==> config.mk <==
export PLATFORM = sky130hd
export DESIGN_NAME = mcpu_ctrl_fsm
export DESIGN_NICKNAME = d
export VERILOG_FILES = /design/src/rtl/mcpu_pkg.sv /design/src/rtl/mcpu_decode.sv /design/src/rtl/mcpu_ctrl_fsm.sv
export SDC_FILE = /design/constraint.sdc
export NUM_CORES = 1
export LEC_CHECK = 0
export CORE_MARGIN = 5
export CORE_UTILIZATION = 47
export DETAILED_ROUTE_END_ITERATION = 8
export GPL_TIMING_DRIVEN = 0
export PLACE_DENSITY = 0.9
export SLEW_MARGIN = 15
export SYNTH_ARGS = -nofsm -noshare
export SYNTH_HDL_FRONTEND = slang
export SYNTH_SLANG_ARGS = --single-unit
==> constraint.sdc <==
create_clock -name clk -period 4.6 [get_ports clk]
set_clock_uncertainty 0.15 [all_clocks]
set_input_delay 0.92 -clock clk [delete_from_list [all_inputs] [get_ports clk]]
set_output_delay 0.92 -clock clk [all_outputs]
set_load 0.01 [all_outputs]
==> src/rtl/mcpu_pkg.sv <==
// mcpu_pkg: shared state, opcode, immediate, ALU and writeback encodings for the multi-cycle controller
package mcpu_pkg;

    typedef enum logic [2:0] {
        FETCH  = 3'd0,
        DECODE = 3'd1,
        EXEC   = 3'd2,
        MEM    = 3'd3,
        WB     = 3'd4,
        TRAP   = 3'd5
    } state_t;

    typedef enum logic [2:0] {
        CL_ALU,
        CL_LOAD,
        CL_STORE,
        CL_BRANCH,
        CL_JAL,
        CL_JALR
    } iclass_t;

    localparam logic [6:0] OP_R      = 7'b0110011;
    localparam logic [6:0] OP_I      = 7'b0010011;
    localparam logic [6:0] OP_LOAD   = 7'b0000011;
    localparam logic [6:0] OP_STORE  = 7'b0100011;
    localparam logic [6:0] OP_BRANCH = 7'b1100011;
    localparam logic [6:0] OP_JAL    = 7'b1101111;
    localparam logic [6:0] OP_JALR   = 7'b1100111;
    localparam logic [6:0] OP_LUI    = 7'b0110111;
    localparam logic [6:0] OP_AUIPC  = 7'b0010111;

    localparam logic [2:0] IMM_I = 3'd0;
    localparam logic [2:0] IMM_S = 3'd1;
    localparam logic [2:0] IMM_B = 3'd2;
    localparam logic [2:0] IMM_U = 3'd3;
    localparam logic [2:0] IMM_J = 3'd4;

    localparam logic [3:0] ALU_ADD   = 4'b0000;
    localparam logic [3:0] ALU_SLL   = 4'b0001;
    localparam logic [3:0] ALU_SLT   = 4'b0010;
    localparam logic [3:0] ALU_SLTU  = 4'b0011;
    localparam logic [3:0] ALU_XOR   = 4'b0100;
    localparam logic [3:0] ALU_SRL   = 4'b0101;
    localparam logic [3:0] ALU_OR    = 4'b0110;
    localparam logic [3:0] ALU_AND   = 4'b0111;
    localparam logic [3:0] ALU_SUB   = 4'b1000;
    localparam logic [3:0] ALU_SRA   = 4'b1101;
    localparam logic [3:0] ALU_PASSB = 4'b1111;

    localparam logic [1:0] MTR_ALU = 2'd0;
    localparam logic [1:0] MTR_MEM = 2'd1;
    localparam logic [1:0] MTR_PC4 = 2'd2;
    localparam logic [1:0] MTR_IMM = 2'd3;

    localparam logic [1:0] JMP_NONE = 2'd0;
    localparam logic [1:0] JMP_JAL  = 2'd1;
    localparam logic [1:0] JMP_JALR = 2'd2;

    function automatic logic is_shift(input logic [2:0] fun3);
        return fun3[1:0] == 2'b01;
    endfunction

endpackage

==> src/rtl/mcpu_decode.sv <==
// mcpu_decode: combinational RV32I opcode/fun3/fun7 decode into datapath controls and instruction class
module mcpu_decode
    import mcpu_pkg::*;
(
    input  logic [31:0] inst,
    output logic [2:0]  imm_sel,
    output logic        alu_src_b,
    output logic [3:0]  alu_ctrl,
    output logic [1:0]  mem_to_reg,
    output logic        branch,
    output logic        branch_n,
    output logic [1:0]  jump,
    output iclass_t     iclass,
    output logic        illegal
);

    logic [6:0] opcode;
    logic [2:0] fun3;
    logic       fun7b;
    logic       unused_bits;

    assign opcode      = inst[6:0];
    assign fun3        = inst[14:12];
    assign fun7b       = inst[30];
    assign unused_bits = ^{inst[31], inst[29:15], inst[11:7]};

    // Branch polarity: odd fun3 (bne/bge/bgeu) selects on the inverted ALU condition.
    assign branch   = iclass == CL_BRANCH && !fun3[0];
    assign branch_n = iclass == CL_BRANCH && fun3[0];
    assign jump     = iclass == CL_JAL ? JMP_JAL : iclass == CL_JALR ? JMP_JALR : JMP_NONE;

    always_comb begin
        imm_sel    = IMM_I;
        alu_src_b  = 1'b1;
        alu_ctrl   = ALU_ADD;
        mem_to_reg = MTR_ALU;
        iclass     = CL_ALU;
        illegal    = 1'b0;
        case (opcode)
            OP_R: begin
                alu_src_b = 1'b0;
                alu_ctrl  = {fun7b, fun3};
            end
            OP_I:      alu_ctrl = {is_shift(fun3) & fun7b, fun3};
            OP_LOAD: begin
                mem_to_reg = MTR_MEM;
                iclass     = CL_LOAD;
            end
            OP_STORE: begin
                imm_sel = IMM_S;
                iclass  = CL_STORE;
            end
            OP_BRANCH: begin
                imm_sel   = IMM_B;
                alu_src_b = 1'b0;
                alu_ctrl  = ALU_SUB;
                iclass    = CL_BRANCH;
            end
            OP_JAL: begin
                imm_sel    = IMM_J;
                mem_to_reg = MTR_PC4;
                iclass     = CL_JAL;
            end
            OP_JALR: begin
                mem_to_reg = MTR_PC4;
                iclass     = CL_JALR;
            end
            OP_LUI: begin
                imm_sel    = IMM_U;
                alu_ctrl   = ALU_PASSB;
                mem_to_reg = MTR_IMM;
            end
            OP_AUIPC:  imm_sel = IMM_U;
            default:   illegal = 1'b1;
        endcase
    end

endmodule

==> src/rtl/mcpu_ctrl_fsm.sv <==
// mcpu_ctrl_fsm: multi-cycle RV32I controller with MIO_ready handshake, bus timeout, sticky fault and retire counter
module mcpu_ctrl_fsm
    import mcpu_pkg::*;
#(
    parameter int MEM_TIMEOUT = 16,
    parameter int INSTRET_W   = 32
) (
    input  logic                 clk,
    input  logic                 rst,
    input  logic                 MIO_ready,
    input  logic [31:0]          inst_in,
    output logic [2:0]           ImmSel,
    output logic                 ALUSrc_B,
    output logic [3:0]           ALU_Control,
    output logic [1:0]           MemtoReg,
    output logic                 Branch,
    output logic                 BranchN,
    output logic [1:0]           Jump,
    output logic                 PC_write,
    output logic                 IR_write,
    output logic                 RegWrite,
    output logic                 CPU_MIO,
    output logic                 MemRW,
    output logic [2:0]           state_out,
    output logic                 fault,
    output logic [INSTRET_W-1:0] instret
);

    localparam int WW = MEM_TIMEOUT > 1 ? $clog2(MEM_TIMEOUT) : 1;

    state_t        state, state_next;
    logic [WW-1:0] wait_cnt;
    logic          timeout, retire, flow;
    logic          dec_branch, dec_branch_n, illegal;
    logic [1:0]    dec_jump;
    iclass_t       iclass;

    mcpu_decode u_decode (
        .inst       (inst_in),
        .imm_sel    (ImmSel),
        .alu_src_b  (ALUSrc_B),
        .alu_ctrl   (ALU_Control),
        .mem_to_reg (MemtoReg),
        .branch     (dec_branch),
        .branch_n   (dec_branch_n),
        .jump       (dec_jump),
        .iclass     (iclass),
        .illegal    (illegal)
    );

    assign state_out = state;
    assign timeout   = wait_cnt == WW'(MEM_TIMEOUT - 1);
    assign flow      = iclass == CL_BRANCH || iclass == CL_JAL || iclass == CL_JALR;

    always_comb begin
        state_next = state;
        PC_write   = 1'b0;
        IR_write   = 1'b0;
        RegWrite   = 1'b0;
        CPU_MIO    = 1'b0;
        MemRW      = 1'b0;
        Branch     = 1'b0;
        BranchN    = 1'b0;
        Jump       = JMP_NONE;
        retire     = 1'b0;
        case (state)
            FETCH: begin
                CPU_MIO    = 1'b1;
                IR_write   = MIO_ready;
                PC_write   = MIO_ready;
                state_next = MIO_ready ? DECODE : timeout ? TRAP : FETCH;
            end
            DECODE: state_next = illegal ? TRAP : EXEC;
            EXEC: begin
                Branch     = dec_branch;
                BranchN    = dec_branch_n;
                Jump       = dec_jump;
                PC_write   = flow;
                RegWrite   = iclass == CL_JAL || iclass == CL_JALR;
                retire     = flow;
                state_next = flow ? FETCH : (iclass == CL_LOAD || iclass == CL_STORE) ? MEM : WB;
            end
            MEM: begin
                CPU_MIO    = 1'b1;
                MemRW      = iclass == CL_STORE;
                retire     = MIO_ready && iclass == CL_STORE;
                state_next = MIO_ready ? (iclass == CL_STORE ? FETCH : WB) : timeout ? TRAP : MEM;
            end
            WB: begin
                RegWrite   = 1'b1;
                retire     = 1'b1;
                state_next = FETCH;
            end
            default: state_next = TRAP;
        endcase
        // Reset holds the state in FETCH, which would otherwise raise a request; keep the bus quiet.
        if (!rst) begin
            PC_write = 1'b0;
            IR_write = 1'b0;
            RegWrite = 1'b0;
            CPU_MIO  = 1'b0;
            MemRW    = 1'b0;
        end
    end

    always_ff @(posedge clk or negedge rst) begin
        if (!rst) begin
            state    <= FETCH;
            wait_cnt <= '0;
            fault    <= 1'b0;
            instret  <= '0;
        end else begin
            state    <= state_next;
            wait_cnt <= (state_next == state && (state == FETCH || state == MEM)) ? wait_cnt + 1'b1 : '0;
            fault    <= fault | (state_next == TRAP);
            instret  <= instret + INSTRET_W'(retire);
        end
    end

endmodule

Word-level counts from Yosys, hierarchy flattened
Index checks and enable logic that the tools add are counted.
Word-level totals
  word-level logic and storage cells: 77
  memory bits (writable): 0
  bits in registers: 40
  memories kept: 0
  bits in latches: 0
  input port bits: 35
  bits in read-only memories: 0
  output and inout port bits: 55
Operators by class
  eq/ne operators: 22
  divide/modulo/power cells: 0
  bitwise gates (word level): 2
  multipliers: 0
  mux-type cells: 31
  add/subtract/negate cells: 2
  reductions and logical operators: 16
  $lt $le $gt $ge: 0
  shift operators: 0
Operators with widths (number)
  32-bit by 1-bit adder with 32-bit output: 1
  3-bit one-hot mux with 5 select lines: 2
  3-bit two-way mux: 8
  7-bit by 6-bit equality test with 1-bit output, second input constant: 3
  7-bit equality test, second input constant: 3
  4-bit one-hot mux with 4 select lines: 1
  7-bit by 5-bit equality test with 1-bit output, second input constant: 2
  3-bit by 2-bit equality test with 1-bit output, second input constant: 4
  3-bit equality test, second input constant: 4
  3-bit one-hot mux with 4 select lines: 1
  1-bit two-way mux: 11
  9-bit OR reduction: 1
  2-bit OR reduction: 4
  7-bit by 2-bit equality test with 1-bit output, second input constant: 1
  3-bit by 1-bit equality test with 1-bit output, second input constant: 2
  2-bit two-way mux: 3
  2-bit one-hot mux with 3 select lines: 1
  1-bit logical OR: 5
  4-bit by 1-bit adder with 4-bit output, second input constant: 1
  4-bit equality test, second input constant: 1
  1-bit logical AND: 4
  4-bit two-way mux: 1
  1-bit one-hot mux with 2 select lines: 2
  3-bit equality test: 1
  6 further kinds: 6

Longest topological paths before layout
Gate-level depths: netlist (run 1).
  depth after elaboration: 10
  depth in mapped cells: 11
  gate-level depth less buffers: 10

Hierarchy
From an unflattened synthesis (run 1), not the netlist that was laid out.
Unflattened totals
  cells, all modules: 241
  area, all modules: 2253.4 sq um
Modules (own cells, without submodules)
  mcpu_ctrl_fsm: times used 1, sequential area each 1001.0 sq um, area each 1978.1 sq um, cells each 196
  mcpu_decode: times used 1, sequential area each 0.0 sq um, area each 275.3 sq um, cells each 45

Worst setup path after synthesis (run 1)
No wires, ideal clock.
  path kind: input to register
  start: in inst_in[5]
  end: reg instret[24]
  setup slack: 1278 ps
  stages on the path: 11
  data arrival time: 3046 ps
  setup time: 126 ps
  path buffers: 1
  required time: 4324 ps
  cells stage by stage: clkbuf_1 > nor3b_1 > and3_1 > o21ai_0 > o211ai_1 > ha_1 > ha_1 > inv_1 > nor4_4 > nand4_1 > xnor2_1
On the way
  longest elaborated chain between the ends: 7
  elaborated cells between the ends (all ways): 15
  classes of those cells: 1 x add/sub; 9 x eq/ne; 2 x mux; 3 x reduce/logical
RTL lines
  from (decl): RTL line mcpu_ctrl_fsm.sv:11  | input logic [31:0] inst_in,
  7-bit equality test (tied with other cells): RTL line mcpu_decode.sv:39  | case (opcode)
  3-bit one-hot mux with 5 select lines *: RTL line mcpu_decode.sv:39
  3-bit by 2-bit equality test with 1-bit output / 3-bit equality test (equally long branches): RTL line mcpu_ctrl_fsm.sv:53  | assign flow = iclass == CL_BRANCH || iclass == CL_JAL || iclass == CL_JALR;
  1-bit logical OR (2 in a row): RTL line mcpu_ctrl_fsm.sv:53
  1-bit one-hot mux with 3 select lines *: RTL line mcpu_ctrl_fsm.sv:66  | case (state)
  32-bit by 1-bit adder with 32-bit output *: RTL line mcpu_ctrl_fsm.sv:116  | instret <= instret + INSTRET_W'(retire);
  to (signal assigned): RTL line mcpu_ctrl_fsm.sv:116
  to (decl): RTL line mcpu_ctrl_fsm.sv:26  | output logic [INSTRET_W-1:0] instret
Every way passes the cells marked *; elsewhere a longest branch is shown, timed or not.

Worst setup path in the final report (run 1)
  start: in inst_in[5]
  end: out PC_write
On the way
  longest elaborated chain between the ends: 7
  elaborated cells between the ends (all ways): 13
  classes of those cells: 8 x eq/ne; 3 x mux; 2 x reduce/logical
RTL lines
  7-bit equality test (tied with other cells): RTL line mcpu_decode.sv:39
  3-bit one-hot mux with 5 select lines *: RTL line mcpu_decode.sv:39
  3-bit by 2-bit equality test with 1-bit output / 3-bit equality test (equally long branches): RTL line mcpu_ctrl_fsm.sv:53
  1-bit logical OR: RTL line mcpu_ctrl_fsm.sv:53
  1-bit logical OR *: RTL line mcpu_ctrl_fsm.sv:53
  1-bit one-hot mux with 2 select lines *: RTL line mcpu_ctrl_fsm.sv:66
  1-bit two-way mux *: RTL line mcpu_ctrl_fsm.sv:97  | if (!rst) begin
  to (decl): RTL line mcpu_ctrl_fsm.sv:19  | output logic PC_write,
Marks and branches as above.

==> results of run 1 <==
[state kept, by name (all words and copies together) (netlist names)]
name and count:
fault 1, wait_cnt 4, instret 32, state_out 3
[cell usage after synthesis (2+ instances only)]
| cell type | instances | share of area (%) |
|---|---|---|
| nor4_1 | 5 | 1.4 |
| nand2b_1 | 10 | 2.8 |
| nor3b_1 | 2 | 0.67 |
| dfrtp_1 | 40 | 45 |
| and3_1 | 8 | 2.2 |
| nand2_1 | 20 | 3.4 |
| o211ai_1 | 4 | 1.3 |
| clkbuf_1 | 4 | 0.67 |
| xnor2_1 | 24 | 9.4 |
| and4_1 | 4 | 1.6 |
| ha_1 | 3 | 1.7 |
| o22ai_1 | 2 | 0.56 |
| o2bb2ai_1 | 2 | 0.78 |
| nand3_1 | 22 | 4.9 |
| nor3_1 | 5 | 1.1 |
| nor2b_1 | 3 | 0.84 |
| xor2_1 | 10 | 3.9 |
| a21oi_1 | 8 | 1.8 |
| nand4_1 | 9 | 2.5 |
| inv_1 | 7 | 1.2 |
| nor2_1 | 16 | 2.7 |
| or3_1 | 2 | 0.56 |
| nand3b_1 | 2 | 0.67 |
| and3b_1 | 2 | 0.78 |
[layout make-up]
class | instances | area share [%]
buffer | 6 | 0.762
multi-input combinational | 180 | 38.1
clock inverter | 1 | 0.963
tap | 54 | 2.17
timing repair buffer | 68 | 22.0
inverter | 7 | 0.843
clock buffer | 7 | 3.09
sequential | 40 | 32.1
[metal layers]
layer  routed length [um]  vias to the layer above
met3                  400                        9
met1                 2210                      979
li1                     -                      980
met2                 2730                       64
met5                    0                        -
met4                  113                        0
[through the flow]
stage | hold WS, ns | TNS (ns) | area [um2] | utilization, % | instances
2_1_floorplan | 0.281 | 0 | 2240 | - | 233
3_3_place_gp | 0.308 | -0.512 | 2980 | 63.9 | 354
3_5_place_dp | 0.310 | 0 | 2990 | 64.2 | 355
4_1_cts | 0.321 | 0 | 3120 | 66.9 | 363
5_1_grt | 0.327 | 0 | 3120 | 66.9 | 363
6_report | 0.317 | 0 | 3120 | 66.9 | 363
[where the power goes]
part	switching, uW	internal [uW]	total (uW)	leakage, uW
Combinational	119	121	240	0.000698
Clock	114	191	305	0.0000645
Sequential	50.9	385	436	0.000533
Total	284	697	981	0.00129
[final timing paths]
check | startpoint | endpoint | slack [ns] | cells after the start
setup / recovery | inst_in[5] | PC_write | 0.36 | 7
hold / removal | wait_cnt[0] | wait_cnt[0] | 0.32 | 1
setup reg to reg | state_out[0] | instret[18] | 1.61 | 10
hold reg to reg | wait_cnt[0] | wait_cnt[0] | 0.32 | 1
max in group asynchronous | rst | instret[12] | 3.51 | 2
min in group asynchronous | rst | instret[11] | 0.34 | 1
[worst max-delay path, cell delays in order]
cell	delay, ns
clkdlybuf4s50_1	0.47
clkbuf_1	0.31
nor3b_1	0.36
and3_1	0.26
o21ai_0	0.12
a21oi_1	0.16
clkdlybuf4s50_1	0.56
[logic make-up (layout without fill, tap and decap cells)]
logic type	Yosys count	after routing	share of synthesized area, %
and+or+nand+nor	117	117	30.1
DFF	40	40	44.7
xor gates and xnor gates	34	34	13.3
AOI/OAI and AO/OA	25	25	7.55
buffers and inverters	13	89	2.24
adders and majority gates	3	3	1.68
muxes	1	1	0.447
==> flow_summary.toml, run 1 <==
[yosys]
seq_area_frac_synth_pct = 44.7
yosysUniqueCellTypes = 43
synth-seq-cells = 40
synthArstFlopShare_pct = 100
syn_area_mm2 = 0.00224
synth_edf_count = 0
syn-num-nets = 271
synth_area_per_cell_um2 = 9.61
synth_flop_cell = "dfrtp_1"
yosysWarnings = 0
synth_cells = 233

[cts]
clkTransAtPathRegs_ns = 0.07
cts_sinks = 40
clockRootBuffer = "clkbuf_8"
clk_path_buf_depth = 2
clk_latency_ns = 0.29
htree_num_levels = 2
cts_tree = "done"
post_cts_resized = 0
cts_hold_buf = 0
numCtsBuffers = 5
post-cts-setup-buffers = 0

[placement]
dp_hpwl_um = 4210
io_buffers = 67
dpl_worst_slack_ns = 0.304
place_congestion = 0.847

[setup_path]
arrival_ns = 3.17
worstPathMaxFanout = 10
required_ns = 3.53
crit_type = "in -> out"
cp-end-kind = "output port"
startpoint_type = "input port"

[sta]
setup_viol = 0
finalCritPeriodShare_pct = 92.1
hold_viol = 0
final.setup.worst_slack_ns = 0.362
fin_crit_ns = 4.24
worst_pin_slew_ns = 0.580
rsz0062_at_grt = "false"
fmax_ghz = 0.236
slew_headroom_pct = 61.0
slew_violations = 0

[routing]
dr.pass1.iters = 4
vias_per_cell = 5.60
drtIter0Drc = 92
vias = 2032
routed_wl_um = 5450
antenna_left = 0
wire_per_inst_um = 15.0
drc = 0

[final_layout]
fill_cells = 370
final_common_cell = "clkdlybuf4s50_1"
layout.nets = 346
area_growth_pct = 39.3
diodes = 0
layout_common_cells = "clkdlybuf4s50_1, dfrtp_1, xnor2_1, nand3_1, nand2_1"
seqCellArea_mm2 = 0.00100
drive_gt1_share_pct = 5.18
multi_input_area_mm2 = 0.00119

[die]
die_x_um = 79.0
die-area_mm2 = 0.00624
initial_utilization_pct = 48.0
core_mm2 = 0.00466
die_h_um = 79.0
ios = 90
rows = 25

[pwr]
power_density_mw_per_mm2 = 315
total_power_uw = 981
ir_drop_mv = 0.151
power.leakage_uw = 0.00129

[flow_run]
maxCapViolations = 0

[grt]
use_met3_pct = 5.10
met1_usage_pct = 21.9
antenna_found_initial = 0
grt_pass1_vias = 2097
grtUsageMet2_pct = 32.7
track_usage_pct = 19.0
grt_busiest_layer = "met2"
grt_start_max_net_pins = 36
grt.overflow.total = 0
grt_pass1_wl_um = 9450

[hold_path]
hold_path.class = "reg -> reg"

[status]
outcome = "finished, final reports clean"
No activity file was read; power rests on OpenSTA's default activity.
==> run 2: changes to the inputs <==
--- a/config.mk
+++ b/config.mk
@@ -5,7 +5,7 @@
 export SDC_FILE = /design/constraint.sdc
 export NUM_CORES = 1
 export LEC_CHECK = 0
-export CORE_MARGIN = 5
+export CORE_MARGIN = 2
 export CORE_UTILIZATION = 47
 export DETAILED_ROUTE_END_ITERATION = 8
 export GPL_TIMING_DRIVEN = 0
@@ -13,4 +13,5 @@
 export SLEW_MARGIN = 15
 export SYNTH_ARGS = -nofsm -noshare
 export SYNTH_HDL_FRONTEND = slang
+export SYNTH_HIERARCHICAL = 1
 export SYNTH_SLANG_ARGS = --single-unit
==> flow_summary.toml, run 2 <==
[pwr]
ir_drop_mv = 0.274
total_power_uw = 1030
power.leakage_uw = 0.00135
power_density_mw_per_mm2 = 331

[sta]
fmax_ghz = 0.234
setup_viol = 0
rsz0062_at_grt = "false"
worst_pin_slew_ns = 0.653
finalCritPeriodShare_pct = 92.8
whs_ns = 0.324
slew_headroom_pct = 55.9
slew_violations = 0
fin_crit_ns = 4.27
hold_viol = 0

[final_layout]
largest_reg_flops = 32
diodes = 0
regMostFlops = "instret"
layout_common_cells = "clkdlybuf4s50_1, dfrtp_1, xnor2_1, nor2_1"
final_common_cell = "clkdlybuf4s50_1"
drive_gt1_share_pct = 8.23
layout.nets = 353
final_util_pct = 66.8
fill_cells = 373
area_growth_pct = 38.2

[yosys]
syn_area_mm2 = 0.00225
yosysUniqueCellTypes = 48
syn-num-nets = 279
synth_area_per_cell_um2 = 9.35
yosysTopAreaCellShare_pct = 44.4
synth_top_area_cell = "dfrtp_1"
synth_commonest_cells = "dfrtp_1, nor2_1, xnor2_1, nand2_1, nand3_1"
synth_edf_count = 0
synthArstFlopShare_pct = 100
synth_area_leaders = "dfrtp_1, xnor2_1, nand3_1"
synth-seq-cells = 40
synth.most_common_cell = "dfrtp_1"
seq_area_frac_synth_pct = 44.4
yosysWarnings = 6
synth_cells = 241
synth_flop_cell = "dfrtp_1"

[status]
outcome = "finished, final reports clean"

[cts]
clk_latency_ns = 0.30
cts_tree = "done"
clockRootBuffer = "clkbuf_8"
htree_num_levels = 2
clkTransAtPathRegs_ns = 0.07
cts_hold_buf = 0
clk_path_buf_depth = 2
cts_sinks = 40
numCtsBuffers = 5

[setup_path]
slowest_stage = "clkdlybuf4s50_1"
cp_cell_sequence = "clkdlybuf4s50_1, and4b_1, nor2b_2, nor2b_1, nor2b_1, mux2i_1, nor3b_1, clkdlybuf4s50_1"
worstPathMaxFanout = 9
startpoint_type = "input port"
r2r_cells = 10
arrival_ns = 3.20
crit_type = "in -> out"
max_stage_delay_ns = 0.59
required_ns = 3.53
cp-end-kind = "output port"

[die]
die_h_um = 73.2
ios = 90
die_x_um = 73.2
die-area_mm2 = 0.00536
core_mm2 = 0.00466
initial_utilization_pct = 48.3
rows = 25

[routing]
vias_per_cell = 5.55
vias = 2052
drtIter0Drc = 135
dr.pass1.iters = 4
wire_per_inst_um = 14.6
drc = 0
routed_wl_um = 5420
antenna_left = 0

[placement]
dp_hpwl_um = 4210
io_buffers = 65
place_congestion = 0.886

[hold_path]
hold_path.class = "reg -> reg"
holdPathStages = 1

[flow_run]
maxCapViolations = 0

[grt]
track_usage_pct = 21.8
grt_pass1_wl_um = 8960
grt_start_max_net_pins = 34
antenna_found_initial = 0
grt_pass1_vias = 1998
grt.overflow.total = 0
[run 2: changes by cell type after synthesis, moves of 3 or more]
cell,before,now
nand2b_1,10,7
o211ai_1,4,1
nor2_1,16,24
and4_1,4,1
nor4_1,5,2
nor2b_1,3,6
o21ai_0,1,5
nand3_1,22,18
[run 2: cell type report]
| cell class | instances | area [um2] | share of cell area, % |
|---|---|---|---|
| Tap cell | 54 | 67.6 | 2.17 |
| Clock inverter | 1 | 7.51 | 0.241 |
| Clock buffer | 7 | 86.3 | 2.77 |
| Inverter | 9 | 33.8 | 1.08 |
| Multi-Input combinational cell | 184 | 1200 | 38.7 |
| Sequential cell | 40 | 1000 | 32.1 |
| Buffer | 8 | 35.0 | 1.12 |
| Timing Repair Buffer | 67 | 678 | 21.8 |
[run 2: worst paths after layout]
| kind | startpoint | endpoint | slack, ns |
|---|---|---|---|
| worst max-delay path | inst_in[2] | RegWrite | 0.33 |
| worst min-delay path | wait_cnt[0] | wait_cnt[0] | 0.32 |
| worst max register to register | state_out[2] | instret[16] | 1.67 |
| min in group asynchronous | rst | instret[1] | 0.33 |
| max in group asynchronous | rst | wait_cnt[2] | 3.54 |
| worst min register to register | wait_cnt[0] | wait_cnt[0] | 0.32 |
[run 2: power by group]
part / switching, uW / internal [uW] / leakage (uW)
clock: 118 / 122 / 0.0000445
sequential: 48.5 / 394 / 0.000529
combinational: 185 / 163 / 0.000780
[run 2: logic make-up (layout without fill, tap and decap cells)]
| group | Yosys count | in the layout | share of synthesized area (%) |
|---|---|---|---|
| compound gates | 27 | 27 | 7.55 |
| buf+inv | 17 | 92 | 3.00 |
| mux | 1 | 1 | 0.444 |
| flops | 40 | 40 | 44.4 |
| xor+xnor | 34 | 34 | 13.2 |
| fa+ha+maj | 3 | 3 | 1.67 |
| simple gates | 119 | 119 | 29.7 |
[run 2: routing by layer]
| metal | global-route usage, % | wire length [um] |
|---|---|---|
| met1 | 26.3 | 2340 |
| met2 | 37.3 | 2770 |
| met3 | 3.45 | 204 |
| met4 | 10.9 | 106 |
| met5 | 0 | 0 |
[run 2: critical path: cells and delay by family]
| kind | cells | cell delay [ns] |
|---|---|---|
| buffers and inverters | 2 | 1.09 |
| and+or+nand+nor | 5 | 1.08 |
| muxes | 1 | 0.10 |
[run 2: timing repair]
action,CTS,global route
pin swaps,0,1
setup buffers,0,1
setup endpoints to repair,1,2
resized for setup,1,7
endpoints found under the hold margin,0,0
[run 2: metrics by stage]
| step | setup slack (ns) | std cells | TNS [ns] | area (um2) |
|---|---|---|---|---|
| detailed placement | -0.119 | 361 | -0.125 | 2990 |
| CTS | 0.0186 | 369 | 0 | 3090 |
| global placement | -0.314 | 360 | -0.946 | 2970 |
| floorplan | 1.04 | 241 | 0 | 2250 |
| global route | 0.158 | 370 | 0 | 3110 |
| finish | 0.329 | 370 | 0 | 3110 |
==> run 3: changes to the inputs <==
--- a/config.mk
+++ b/config.mk
@@ -5,11 +5,13 @@
 export SDC_FILE = /design/constraint.sdc
 export NUM_CORES = 1
 export LEC_CHECK = 0
+export ABC_CLOCK_PERIOD_IN_PS = 4600
 export CORE_MARGIN = 2
 export CORE_UTILIZATION = 47
 export DETAILED_ROUTE_END_ITERATION = 8
 export GPL_TIMING_DRIVEN = 0
 export PLACE_DENSITY = 0.9
+export SETUP_SLACK_MARGIN = 0.05
 export SLEW_MARGIN = 15
 export SYNTH_ARGS = -nofsm -noshare
 export SYNTH_HDL_FRONTEND = slang
==> flow_summary.toml, run 3 (synthesized netlist as in run 2, its figures left out) <==
[final_layout]
area_growth_pct = 38.1
diodes = 0
layout.nets = 353
drive_gt1_share_pct = 7.91
regMostFlops = "instret"
fill_cells = 375
final_common_cell = "clkdlybuf4s50_1"
layout_common_cells = "clkdlybuf4s50_1, dfrtp_1, xnor2_1, nor2_1"
largest_reg_flops = 32
stdcell_count = 370

[pwr]
power_density_mw_per_mm2 = 331
ir_drop_mv = 0.273
power.leakage_uw = 0.00135

[die]
die_x_um = 73.2
core_mm2 = 0.00466
rows = 25
die_h_um = 73.2
initial_utilization_pct = 48.3
ios = 90
die-area_mm2 = 0.00536

[cts]
numCtsBuffers = 5
clockRootBuffer = "clkbuf_8"
cts_sinks = 40
clk_path_buf_depth = 2
cts_tree = "done"
clkTransAtPathRegs_ns = 0.07
htree_num_levels = 2
clk_latency_ns = 0.30

[placement]
place_congestion = 0.886
dp_hpwl_um = 4210
dp.cells = 361
io_buffers = 65

[grt]
grt.overflow.total = 0
grt_pass1_wl_um = 9000
antenna_found_initial = 0
grt_start_max_net_pins = 34
grt_pass1_vias = 2001
track_usage_pct = 21.8

[routing]
antenna_left = 0
vias = 2079
routed_wl_um = 5390
drc = 0
dr.pass1.iters = 4
wire_per_inst_um = 14.6
vias_per_cell = 5.62
drtIter0Drc = 134

[sta]
hold_viol = 0
rsz0062_at_grt = "false"
whs_ns = 0.324
worst_pin_slew_ns = 0.674
fmax_ghz = 0.233
slew_headroom_pct = 54.5
fin_crit_ns = 4.29
slew_violations = 0
setup_viol = 0
finalCritPeriodShare_pct = 93.3

[setup_path]
path_delay_family = "buffers and inverters"
cp-end-kind = "output port"
max_stage_delay_ns = 0.59
required_ns = 3.53
arrival_ns = 3.22
cp_cell_sequence = "clkdlybuf4s50_1, clkbuf_1, nor3_1, a21oi_1, nor4_4, buf_4, nor4_1, clkdlybuf4s50_1"
worstPathMaxFanout = 10
crit_type = "in -> out"
slowest_stage = "clkdlybuf4s50_1"
crit_top_cell = "clkdlybuf4s50_1"
cp.buffers_inverters = 4
r2r_setup_slack_ns = 1.66
startpoint_type = "input port"

[flow_run]
maxCapViolations = 0

[status]
outcome = "finished, final reports clean"

[hold_path]
hold_path.class = "reg -> reg"
[run 3: through the flow]
stage | utilization (%) | instance area, um2 | setup TNS (ns) | setup WS [ns] | total power, uW
floorplan | - | 2250 | 0 | 1.04 | 625
global placement | 63.8 | 2970 | -0.946 | -0.314 | 775
detailed placement | 64.1 | 2990 | -0.125 | -0.119 | 792
CTS | 66.3 | 3090 | 0 | 0.0931 | 1040
global route | 66.8 | 3110 | 0 | 0.153 | 1100
finish | 66.8 | 3110 | 0 | 0.310 | 1030
[run 3: where the power goes]
| group | total [uW] | leakage, uW | switching (uW) | internal (uW) |
|---|---|---|---|---|
| clock | 240 | 0.0000445 | 119 | 122 |
| sequential | 441 | 0.000529 | 47.9 | 394 |
| combinational | 347 | 0.000777 | 185 | 163 |
| total | 1030 | 0.00135 | 351 | 678 |
[run 3: what timing repair did]
action,4_1_cts,5_1_grt
pin swaps,0,1
hold buffers,0,0
setup endpoints to repair,2,2
hold endpoints to repair,0,0
resized for setup,2,4
setup buffers,0,1
[run 3: path summary, 6_finish.rpt]
kind	startpoint	to	cells after the start
worst min register to register	wait_cnt[0]	wait_cnt[0]	1
worst max register to register	state_out[2]	instret[16]	10
worst max-delay path	inst_in[2]	MemRW	8
min in group asynchronous	rst	instret[1]	1
max in group asynchronous	rst	wait_cnt[2]	2
worst min-delay path	wait_cnt[0]	wait_cnt[0]	1
[run 3: cell type report]
| cell class | instances | area (um2) | share of cell area [%] |
|---|---|---|---|
| clock inverter | 1 | 7.51 | 0.241 |
| clock buffer | 7 | 86.3 | 2.77 |
| buffer | 8 | 33.8 | 1.09 |
| multi-input combinational | 184 | 1200 | 38.7 |
| sequential | 40 | 1000 | 32.2 |
| timing repair buffer | 67 | 678 | 21.8 |
| tap | 54 | 67.6 | 2.17 |
| inverter | 9 | 33.8 | 1.09 |
[run 3: worst register-to-register path: stages (launching register included)]
cell and delay, ns:
dfrtp_1 0.43, clkbuf_1 0.25, nor2_1 0.31, o211ai_1 0.21, nand2_1 0.13, ha_1 0.20, ha_1 0.22, and2_0 0.32
nor2b_1 0.31, nand4_1 0.16, xnor2_1 0.15
[run 3: metal layers]
metal  vias up  GRT usage, %  part of all wire, %
li1        989             -                    -
met4         0          10.9                  2.4
met3        11          3.45                  4.4
met2        68          37.1                   51
met1      1011          26.7                   42
met5         -             0                    0
